`src/rtl/sram_write_buffer.sv`:
```
// Renderer write queue in front of the SRAM controller's renderer port.
// A FIFO of {addr, data}; an optional mode merges a push into the newest entry when the addresses match.
`ifndef SRAM_ADDRESS_WIDTH
`define SRAM_ADDRESS_WIDTH 16
`endif
`ifndef SRAM_DATA_WIDTH
`define SRAM_DATA_WIDTH 16
`endif

package sram_pkg;
   localparam int SRAM_ADDR_W = `SRAM_ADDRESS_WIDTH;
   localparam int SRAM_DATA_W = `SRAM_DATA_WIDTH;

   typedef struct packed {
      logic [SRAM_ADDR_W-1:0] address;
      logic                   oe_n;
      logic                   we_n;
      logic                   den;
      logic [SRAM_DATA_W-1:0] dout;
   } SramRequest_t;

   typedef struct packed {
      logic [SRAM_DATA_W-1:0] din;
      logic                   done;
   } SramResult_t;
endpackage

module sram_write_buffer
   import sram_pkg::*;
#(
   parameter int DEPTH    = 8,
   parameter int COALESCE = 1
) (
   input  logic                     clk,
   input  logic                     rst,
   input  logic                     wr_valid,
   output logic                     wr_ready,
   input  logic [SRAM_ADDR_W-1:0]   wr_addr,
   input  logic [SRAM_DATA_W-1:0]   wr_data,
   output SramRequest_t             sramRequest,
   input  SramResult_t              sramResult,
   output logic [$clog2(DEPTH):0]   count,
   output logic                     empty,
   output logic                     coalesced
);
   localparam int PW = $clog2(DEPTH);
   localparam int CW = PW + 1;

   logic [PW-1:0] head_q, head_d, tail_q, tail_d, newest, mem_idx;
   logic [CW-1:0] count_q, count_d;
   logic          coalesced_q, coalesced_d;
   logic          full, push, pop, coal_hit, enq, mem_we;

   logic [SRAM_ADDR_W-1:0] mem_addr [DEPTH];
   logic [SRAM_DATA_W-1:0] mem_data [DEPTH];

   logic unused_din;
   assign unused_din = ^sramResult.din;

   assign full     = (count_q == CW'(DEPTH));
   assign empty    = (count_q == '0);
   assign wr_ready = !full;
   assign count    = count_q;
   assign coalesced = coalesced_q;
   assign newest   = tail_q - PW'(1);

   always_comb begin
      push = wr_valid && !full;
      pop  = !empty && sramResult.done;
      // The newest entry is only safe to overwrite if it is not the head being retired right now.
      coal_hit = (COALESCE != 0) && push && !empty && (mem_addr[newest] == wr_addr)
                 && ((count_q >= CW'(2)) || !sramResult.done);
      enq  = push && !coal_hit;

      head_d      = head_q;
      tail_d      = tail_q;
      count_d     = count_q;
      coalesced_d = coal_hit;
      mem_we      = push;
      mem_idx     = coal_hit ? newest : tail_q;

      if (enq) tail_d = tail_q + PW'(1);
      if (pop) head_d = head_q + PW'(1);
      case ({enq, pop})
         2'b10:   count_d = count_q + CW'(1);
         2'b01:   count_d = count_q - CW'(1);
         default: count_d = count_q;
      endcase
   end

   always_ff @(posedge clk or posedge rst) begin
      if (rst) begin
         head_q      <= '0;
         tail_q      <= '0;
         count_q     <= '0;
         coalesced_q <= 1'b0;
      end else begin
         head_q      <= head_d;
         tail_q      <= tail_d;
         count_q     <= count_d;
         coalesced_q <= coalesced_d;
      end
   end

   // Storage is deliberately left out of reset.
   always_ff @(posedge clk) begin
      if (mem_we) begin
         mem_addr[mem_idx] <= wr_addr;
         mem_data[mem_idx] <= wr_data;
      end
   end

   always_comb begin
      sramRequest         = '0;
      sramRequest.oe_n    = 1'b1;
      sramRequest.we_n    = 1'b1;
      if (!empty) begin
         sramRequest.address = mem_addr[head_q];
         sramRequest.dout    = mem_data[head_q];
         sramRequest.we_n    = 1'b0;
         sramRequest.den     = 1'b1;
      end
   end
endmodule

```
`config.mk`:
```
export PLATFORM = sky130hd
export DESIGN_NAME = sram_write_buffer
export DESIGN_NICKNAME = d
export VERILOG_FILES = /design/src/rtl/sram_write_buffer.sv
export SDC_FILE = /design/constraint.sdc
export NUM_CORES = 1
export LEC_CHECK = 0
export ABC_AREA = 1
export BUFFER_PORTS_ARGS = -buffer_cell sky130_fd_sc_hd__buf_2
export CAP_MARGIN = 20
export CORE_MARGIN = 4
export CORE_UTILIZATION = 55
export CTS_CLUSTER_DIAMETER = 50
export DETAILED_ROUTE_END_ITERATION = 10
export GPL_TIMING_DRIVEN = 0
export PLACE_DENSITY = 0.83
export SYNTH_ARGS = -nofsm -noshare
export SYNTH_HDL_FRONTEND = slang
export SYNTH_SLANG_ARGS = --single-unit
export TNS_END_PERCENT = 20
```
`constraint.sdc`:
```
create_clock -name clk -period 4 [get_ports clk]
set_input_delay 1.2 -clock clk [delete_from_list [all_inputs] [get_ports clk]]
set_output_delay 1.2 -clock clk [all_outputs]
set_load 0.05 [all_outputs]
```
==> flow_summary.ini, run 1 <==
[outcome]
status = complete, no violations

[route]
dr.pass1.iters = 6
via_per_inst = 6.17
drcViolationCount = 0
wl_um = 37800
wl_per_cell_um = 22.4
vias = 10409
drtAntennaViolNets = 0
first_iter_violations = 1336

[floorplanning]
die_area_sq_um = 25500
ios = 94
start_util_pct = 56.0
rows = 55
die_h_um = 160
coreArea_sq_um = 22600
die_w_um = 160

[placed_design]
dp_hpwl_um = 24000
gp_congestion = 0.955
portBuffers = 76

[cells_and_area]
antenna_cells = 0
fillers = 1611
drive_gt1_share_pct = 17.3
nets = 1437
mostFrequentLayoutCell = edfxtp_1
final-seq-area_sq_um = 7970
area_growth_pct = 18.2
multi_input_comb_area_sq_um = 4040
layout_common_cells = edfxtp_1, nand2_1, o21ai_0

[worst_setup_path]
critPathMaxFanout = 10
endpoint_kind = output pin
critical_path_class = flop to output pin
r2r_cells = 17
crit_arrival_ns = 2.77
required_ns = 2.80
cp-start-kind = flop

[synthesis]
synth_top_family_by_area = simple AND/OR/NAND/NOR gates
synthFlopType = edfxtp_1
postSynthAreaPerCell_sq_um = 10.1
synth_fa_ha_area_share_pct = 0.750
syn-instance-count = 1258
syn_nets = 1317
syn_area_sq_um = 12700
ys_warn_count = 0
synth-simple-area-share_pct = 17.5
synth.ff_latch_count = 267
muxShareOfSynthArea_pct = 0
synth-compound-area-share_pct = 11.8
synth-async-reset-ratio_pct = 4.12
synth_edf_count = 256
synth_cell_types = 42
yosysSeqAreaShare_pct = 62.8
synth-xor-area-share_pct = 0.888

[flow_run]
maxCapViolCount = 0

[timing]
report.final.setup_viol = 0
min_period_over_period_pct = 99.4
slew_viol_final = 0
slew-limit-headroom_pct = 43.1
tightest_slew_ns = 0.853
fin_worst_skew_ns = 0.0168
fin_setup_tns_ns = 0
fmax_ghz = 0.252
rsz0062_at_grt = true
hold_viol_final = 0
period_minus_slack_ns = 3.97

[global_routing]
grt.total_usage_pct = 28.6
gr-total-overflow = 0
grt_pass1_wl_um = 56300
grt_max_degree = 25
grt_pass1_vias = 9914
antenna_found_initial = 2

[clocking]
clkSinkCount = 267
cts_buffers = 29
cts_max_path_buffers = 3
cts.hold.buffers_added = 0
clkTransAtPathRegs_ns = 0.06
clk_latency_ns = 0.57
cts_tree = yes
cts_root_buffer = clkbuf_16
cts.htree.levels = 1

[worst_hold_path]
hold_class = flop to flop
hold_depth = 2
-- per-stage QoR --
stage	cell area (sq um)	std cells	hold WS (ns)	setup WS (ns)	util [%]
CTS	14900	1686	0.563	0.00298	65.9
global route	15000	1686	0.614	-0.0546	66.2
floorplan	12700	1258	0.499	0.0441	-
global placement	13400	1619	0.530	-1.40	59.4
detailed placement	13700	1627	0.550	-0.541	60.3
finish	15000	1686	0.559	0.0256	66.2
-- kinds of logic (layout without fill, tap and decap cells) --
group                      Yosys count  in the layout
and+or+nand+nor                    499            499
AOI/OAI and AO/OA                  279            279
DFF                                267            267
buffers and inverters              196            339
xor gates and xnor gates             9              9
adders and majority gates            7              7
other                                1              1
-- per-layer routing --
metal  up-vias  track usage, %  share of wire, %
li1       4586               -                 -
met1      4846            36.6                35
met2       821            47.3                47
met3       152            6.43                13
met4         4            12.6               4.7
met5         -               0             0.058
-- critical path, stage by stage (launching register included) --
cell,delay (ns)
dfrtp_2,0.50
inv_2,0.15
clkbuf_1,0.63
o21ai_0,0.23
nand3_1,0.11
nand2_1,0.06
a31oi_1,0.21
buf_2,0.30
-- cell type report --
type	instances	area share [%]
flip-flops and latches	267	53.1
multi-input cells	795	27.0
repair buffers	91	4.37
well taps	285	2.38
plain buffers	75	2.93
inverters	119	2.98
clock inverters	19	1.85
clock buffers	35	5.41
-- Yosys cell counts, types with 7 or more instances --
master    instances  area (sq um)
a21oi_1          53           265
a31oi_1          30           188
buf_2            17          85.1
clkbuf_1         49           184
dfrtp_1          11           275
edfxtp_1        256          7690
inv_1           117           439
nand2_1         239           897
nand2_2           8          50.1
nand3_1          75           375
nand3_2           7          70.1
nand3b_1          7          52.6
nor2_1          140           526
o211ai_1         11          82.6
o21ai_0         165           826
o22ai_1          17           106
-- registers in the layout (all words and copies together), names as in the netlist --
register and cells:
mem_data 128, mem_addr 128, count 4, coalesced 1, tail_q 3, head_q 3
-- what timing repair did --
item / 4_1_cts / 5_1_grt
endpoints found under the setup margin: 291 / 142
gates resized for setup: 46 / 28
cloned: 0 / 0
buffers inserted: 7 / 0
pin swaps: 4 / 0
-- worst paths after layout --
kind	slack, ns	to	start
setup / recovery	0.03	sramRequest[33]	head_q[0]$_DFFE_PP0P_
hold / removal	0.56	count[2]$_DFFE_PP0P_	count[2]$_DFFE_PP0P_
setup reg to reg	0.17	mem_data[6][7]$_DFFE_PP_	tail_q[0]$_DFFE_PP0P_
hold reg to reg	0.56	count[2]$_DFFE_PP0P_	count[2]$_DFFE_PP0P_
max in group asynchronous	3.06	head_q[0]$_DFFE_PP0P_	rst
min in group asynchronous	0.62	coalesced$_DFF_PP0_	rst
Power of run 1 is left out: the tool's default activity adds up to more than one toggle a clock period on the data nets, which glitch-free logic cannot reach.
==> run 2: changes to the inputs <==
--- a/config.mk
+++ b/config.mk
@@ -9,11 +9,11 @@
 export BUFFER_PORTS_ARGS = -buffer_cell sky130_fd_sc_hd__buf_2
 export CAP_MARGIN = 20
 export CORE_MARGIN = 4
-export CORE_UTILIZATION = 55
+export CORE_UTILIZATION = 45
 export CTS_CLUSTER_DIAMETER = 50
 export DETAILED_ROUTE_END_ITERATION = 10
 export GPL_TIMING_DRIVEN = 0
-export PLACE_DENSITY = 0.83
+export PLACE_DENSITY = 0.71
 export SYNTH_ARGS = -nofsm -noshare
 export SYNTH_HDL_FRONTEND = slang
 export SYNTH_SLANG_ARGS = --single-unit
==> constraint.sdc (replaced) <==
create_clock -name clk -period 4 [get_ports clk]
set_input_delay 0.8 -clock clk [delete_from_list [all_inputs] [get_ports clk]]
set_output_delay 0.8 -clock clk [all_outputs]
set_load 0.05 [all_outputs]
==> run 2 against run 1 <==
The run now ends with setup timing left. Global-route usage down 4.3 points. Via count down 2.1%. Routed wire length up 2.6%. Final cell count up 5.7%. First-iteration DRC count up 3.4%. Sequential share of layout area up 0.24 points. Clock-buffer cell count up 1. Worst setup slack worse by 0.081 ns. Clock skew about the same. Cell area down 0.48%. Sequential cell count unchanged. Critical endpoint is now sramRequest[26].
==> flow_summary.ini, run 2 (synthesis gave the netlist of run 1 again) <==
[worst_setup_path]
crit_arrival_ns = 3.26
path_cells = clkbuf_2 > inv_1 > clkbuf_1 > clkbuf_1 > a21oi_1 > o21ai_0 > a311oi_1 > buf_2
slowest_delay_ns = 0.52
critPathMaxFanout = 10
cpLargestDelayFamily = buffers and inverters
endpoint_kind = output pin
worst_path_most_repeated_cell = clkbuf_1
cp-start-kind = flop
path_buf_inv = 5
required_ns = 3.20
critPathSlowestCell = a311oi_1
critical_path_class = flop to output pin

[placed_design]
dp_hpwl_um = 25200
portBuffers = 76
place_ws_ns = -0.589
gp_congestion = 0.980

[timing]
slew-limit-headroom_pct = 40.2
hold_viol_final = 0
rsz0062_at_grt = true
fin_setup_tns_ns = -0.0555
slew_viol_final = 0
fmax_ghz = 0.247
whs_ns = 0.239
finalWorstSetupSlack_ns = -0.0555
fin_worst_skew_ns = 0.0167
min_period_over_period_pct = 101
period_minus_slack_ns = 4.06
tightest_slew_ns = 0.898
report.final.setup_viol = 1

[cells_and_area]
mostFrequentLayoutCell = edfxtp_1
post-route-util_pct = 53.7
layout_common_cells = edfxtp_1, nand2_1, o21ai_0
nets = 1443
area_growth_pct = 17.7
drive_gt1_share_pct = 15.6
antenna_cells = 0

[clocking]
cts.htree.levels = 1
cts.hold.buffers_added = 0
cts_buffers = 30
clkTransAtPathRegs_ns = 0.06
cts_tree = yes
cts_root_buffer = clkbuf_16
clk_latency_ns = 0.57
clkSinkCount = 267
cts_max_path_buffers = 3

[route]
vias = 10187
first_iter_violations = 1381
wl_per_cell_um = 21.8
via_per_inst = 5.72
wl_um = 38800
drcViolationCount = 0
drtAntennaViolNets = 0
dr.pass1.iters = 6

[floorplanning]
rows = 61
coreArea_sq_um = 27800
ios = 94
die_w_um = 176
start_util_pct = 45.6
die_area_sq_um = 30900
die_h_um = 176

[global_routing]
grt.total_usage_pct = 24.3
gr-total-overflow = 0
grt_max_degree = 25
grt_pass1_wl_um = 57400
grt_pass1_vias = 9907
antenna_found_initial = 2

[outcome]
violations = setup timing
status = finished, violations left

[flow_run]
maxCapViolCount = 0

[worst_hold_path]
hold_class = primary input to async pin
## run 2: cell count changes in the layout (fill, tap and decap cells not counted), moves of 3 or more
| cell | change |
|---|---|
| clkbuf_1 | +17 |
| clkbuf_2 | -6 |
| clkbuf_4 | -4 |
| clkinv_2 | -3 |
| clkinv_1 | +4 |
| buf_12 | +4 |
| clkinvlp_4 | +4 |
| bufinv_16 | -5 |
| buf_6 | -4 |
| buf_4 | +3 |
## run 2: timing repair
| action | 4_1_cts | 5_1_grt |
|---|---|---|
| endpoints found under the setup margin | 284 | 154 |
| resized for setup | 21 | 17 |
| setup buffers | 4 | 7 |
| pin swaps | 7 | 3 |
| gates cloned | 0 | 0 |
## run 2: cell type report
cell class	count	area, sq um
clock inverter	16	141
timing repair buffer	95	706
multi-input combinational	795	4030
tap	378	473
sequential	267	7960
inverter	119	447
clock buffer	36	773
fill	2417	12900
buffer	76	387
## run 2: layer usage
layer  routed length, um  vias up  part of all wire, %  GRT usage, %
met4                1600        4                  4.1          9.42
met1               14600     4826                   38          31.6
met3                4140      143                   11          4.80
li1                    -     4601                    -             -
met2               18500      613                   48          40.4
met5                  20        -                0.052             0
## run 2: per-stage QoR
stage          instances  instance area (sq um)
2_1_floorplan       1258                  12700
3_3_place_gp        1712                  13600
3_5_place_dp        1720                  13800
4_1_cts             1776                  14800
5_1_grt             1782                  14900
6_report            1782                  14900
## run 2: worst paths after layout
kind | startpoint | slack, ns | to | cells after the start
min reg2reg | count[2]$_DFFE_PP0P_ | 0.55 | count[2]$_DFFE_PP0P_ | 2
min in group clk | wr_data[9] | 0.50 | mem_data[1][9]$_DFFE_PP_ | 1
max reg2reg | tail_q[0]$_DFFE_PP0P_ | 0.06 | count[3]$_DFFE_PP0P_ | 23
max | head_q[1]$_DFFE_PP0P_ | -0.06 | sramRequest[26] | 8
max in group asynchronous | rst | 3.46 | tail_q[0]$_DFFE_PP0P_ | 2
min | rst | 0.24 | count[0]$_DFFE_PP0P_ | 2
## run 2: worst register-to-register path, stage by stage (launching register included)
cell and delay, ns:
dfrtp_1 0.38, buf_4 0.18, inv_2 0.10, buf_4 0.27, ha_4 0.25, xor2_4 0.32
buf_8 0.23, nand3_2 0.10, nand3b_1 0.09, nand2_1 0.16, nor2_2 0.13, nand2_2 0.09
nor2_8 0.18, nand3_4 0.11, nand2_2 0.11, ha_2 0.20, ha_1 0.27, nand2_1 0.07
nor2_1 0.04, a211oi_2 0.18, nor2_1 0.06, nor2_1 0.08, nand2_1 0.07, xor2_1 0.14
Power of run 2 is left out for the same reason.
==> run 3: changes to the inputs <==
--- a/config.mk
+++ b/config.mk
@@ -5,7 +5,7 @@
 export SDC_FILE = /design/constraint.sdc
 export NUM_CORES = 1
 export LEC_CHECK = 0
-export ABC_AREA = 1
+export ABC_AREA = 0
 export BUFFER_PORTS_ARGS = -buffer_cell sky130_fd_sc_hd__buf_2
 export CAP_MARGIN = 20
 export CORE_MARGIN = 4
==> run 3 against run 2 <==
The run still ends with setup timing left. Sequential share of layout area grew 0.81 points. Register-to-register slack lost 0.25 ns. Worst setup slack got worse by 0.13 ns. First-iteration DRC count shrank 64%. Critical path depth grew 11. Cell area fell by 1.5%. Synthesized area decreased by 7.7%. Clock skew is 0.0023 ns higher. Largest cell class unchanged.
==> flow_summary.ini, run 3 <==
[outcome]
status = finished, violations left
violations = setup timing

[pwr]
total_power_mw = 13.1
combPwrFrac_pct = 52.1
power_leakage_nw = 5.10
p_seq_share_pct = 28.2
power.share.clock_pct = 19.7
ir_drop_mv = 0.644
power_density_nw_per_um2 = 892
swShare_pct = 40.2
p_int_mw = 7.85
p_switching_mw = 5.27

[worst_setup_path]
cpLargestDelayFamily = buffers and inverters
critical_path_class = flop to flop
path_cells = buf_12 > buf_12 > clkinv_8 > ha_4 > buf_4 > buf_12 > mux4_2 > xor2_1 > nor4_1 > a21oi_1 > a311oi_1 > and4_4 > buf_4 > buf_6 > mux2_4 > buf_6 > nor3_4 > clkbuf_16 > buf_16
crit_arrival_ns = 4.45
worst_path_most_repeated_cell = buf_12
slowest_delay_ns = 0.41
critPathMaxFanout = 10
critPathSlowestCell = dfrtp_2
endpoint_kind = flop
required_ns = 4.27
path_buf_inv = 10
cp-start-kind = flop

[clocking]
clkTransAtPathRegs_ns = 0.06
cts_max_path_buffers = 3
clkSinkCount = 267
cts_buffers = 30
cts_tree = yes
cts.htree.levels = 1
cts_root_buffer = clkbuf_16
cts.hold.buffers_added = 0
clk_latency_ns = 0.56

[synthesis]
synth_edf_count = 256
synth.most_common_cell = edfxtp_1
synth_cell_types = 39
synth_fa_ha_area_share_pct = 0.812
muxShareOfSynthArea_pct = 22.6
synthFlopType = edfxtp_1
synth_top_area_share_pct = 65.6
yosysTopAreaCell = edfxtp_1
synth-xor-area-share_pct = 2.85
syn_nets = 649
synth-compound-area-share_pct = 0.898
synth_top_family_by_area = multiplexers
synth-simple-area-share_pct = 2.81
syn-instance-count = 590
postSynthAreaPerCell_sq_um = 19.8
yosys-top-cells-count = edfxtp_1, mux4_2, mux2i_1, nor2_1, xnor2_1
ys_warn_count = 0
synth-async-reset-ratio_pct = 4.12
synth_area_leaders = edfxtp_1, mux4_2, mux2i_1
syn_area_sq_um = 11700
yosysSeqAreaShare_pct = 68.0
synth.ff_latch_count = 267

[route]
via_per_inst = 5.90
first_iter_violations = 493
dr.pass1.iters = 5
drtAntennaViolNets = 0
vias = 6497
wl_per_cell_um = 26.5
drcViolationCount = 0
wl_um = 29300

[cells_and_area]
nets = 808
fillers = 1859
drive_gt1_share_pct = 42.3
layout_common_cells = edfxtp_1, mux4_2, buf_2
multi_input_comb_area_sq_um = 3800
mostFrequentLayoutCell = edfxtp_1
area_growth_pct = 25.5
final-seq-area_sq_um = 7960

[timing]
min_period_over_period_pct = 105
hold_viol_final = 0
slew-limit-headroom_pct = 22.9
whs_ns = 0.273
tightest_slew_ns = 1.15
slew_viol_final = 0
period_minus_slack_ns = 4.19
fin_worst_skew_ns = 0.0190
fmax_ghz = 0.239
rsz0062_at_grt = true
finalWorstSetupSlack_ns = -0.187
report.final.setup_viol = 123

[floorplanning]
ios = 94
die_w_um = 169
die_h_um = 169
die_area_sq_um = 28700
start_util_pct = 46.1
coreArea_sq_um = 25400
rows = 58

[placed_design]
gp_congestion = 0.806
dp_hpwl_um = 18200
portBuffers = 76

[global_routing]
grt_pass1_wl_um = 43900
antenna_found_initial = 0
grt_pass1_vias = 6821
gr-total-overflow = 0
grt.total_usage_pct = 20.6
grt_max_degree = 18

[flow_run]
maxCapViolCount = 0

[worst_hold_path]
hold_class = primary input to async pin
-- run 3: routing by layer --
| layer | GRT usage [%] | vias up | routed length [um] | part of all wire, % |
|---|---|---|---|---|
| met4 | 4.17 | 0 | 624 | 2.1 |
| li1 | - | 2760 | - | - |
| met2 | 35.7 | 253 | 15100 | 52 |
| met5 | 0 | - | 0 | 0 |
| met1 | 27.6 | 3436 | 11500 | 39 |
| met3 | 3.80 | 48 | 2000 | 6.8 |
-- run 3: repair_timing --
item                                    in CTS  in global routing
endpoints found under the setup margin     292                238
buffers inserted                            26                  7
pin swaps                                   20                 15
gates resized for setup                     57                 33
gates cloned                                 4                  1
-- run 3: cell families after synthesis --
family / after synthesis
simple gates: 75
mux: 144
buf+inv: 44
fa+ha+maj: 7
flops: 267
compound gates: 16
other cells: 1
xor+xnor: 36
-- run 3: area by class of cell --
| class | count | area share (%) |
|---|---|---|
| Clock inverter | 16 | 1.11 |
| Buffer | 33 | 1.92 |
| Antenna cell | 1 | 0.0170 |
| Tap cell | 330 | 2.81 |
| Timing Repair Buffer | 127 | 8.40 |
| Clock buffer | 38 | 5.31 |
| Sequential cell | 267 | 54.2 |
| Multi-Input combinational cell | 280 | 25.9 |
| Inverter | 10 | 0.383 |
-- run 3: path summary, 6_finish.rpt --
kind	cells after the start	start	to	slack, ns
worst min-delay path	2	rst	head_q[0]$_DFFE_PP0P_	0.27
min in group clk	1	wr_data[11]	mem_data[3][11]$_DFFE_PP_	0.51
max in group asynchronous	2	rst	tail_q[0]$_DFFE_PP0P_	3.34
worst min register to register	1	count[0]$_DFFE_PP0P_	count[0]$_DFFE_PP0P_	0.56
worst max register to register	19	tail_q[0]$_DFFE_PP0P_	mem_addr[7][11]$_DFFE_PP_	-0.19
worst max-delay path	19	tail_q[0]$_DFFE_PP0P_	mem_addr[7][11]$_DFFE_PP_	-0.19
-- run 3: power groups by stage --
stage,Combinational [mW],Sequential (mW),Clock [mW]
after floorplan,4.30,3.77,0
after global placement,5.76,3.73,0
after detailed placement,6.03,3.75,0
after CTS,6.69,3.70,2.63
after global routing,7.18,3.73,2.77
final,6.83,3.70,2.59
-- run 3: per-stage QoR --
step	instances	worst slack [ns]	util (%)	setup TNS, ns	cell area (sq um)
floorplan	590	-0.0859	-	-10.26	11800
global placement	996	-1.76	49.7	-414.02	12600
detailed placement	1010	-1.03	51.2	-199.23	13000
CTS	1094	-0.215	57.1	-8.52	14500
global route	1101	-0.210	57.9	-16.32	14700
finish	1102	-0.187	57.9	-13.91	14700
Note: power is estimated with default switching activity, not from simulation.
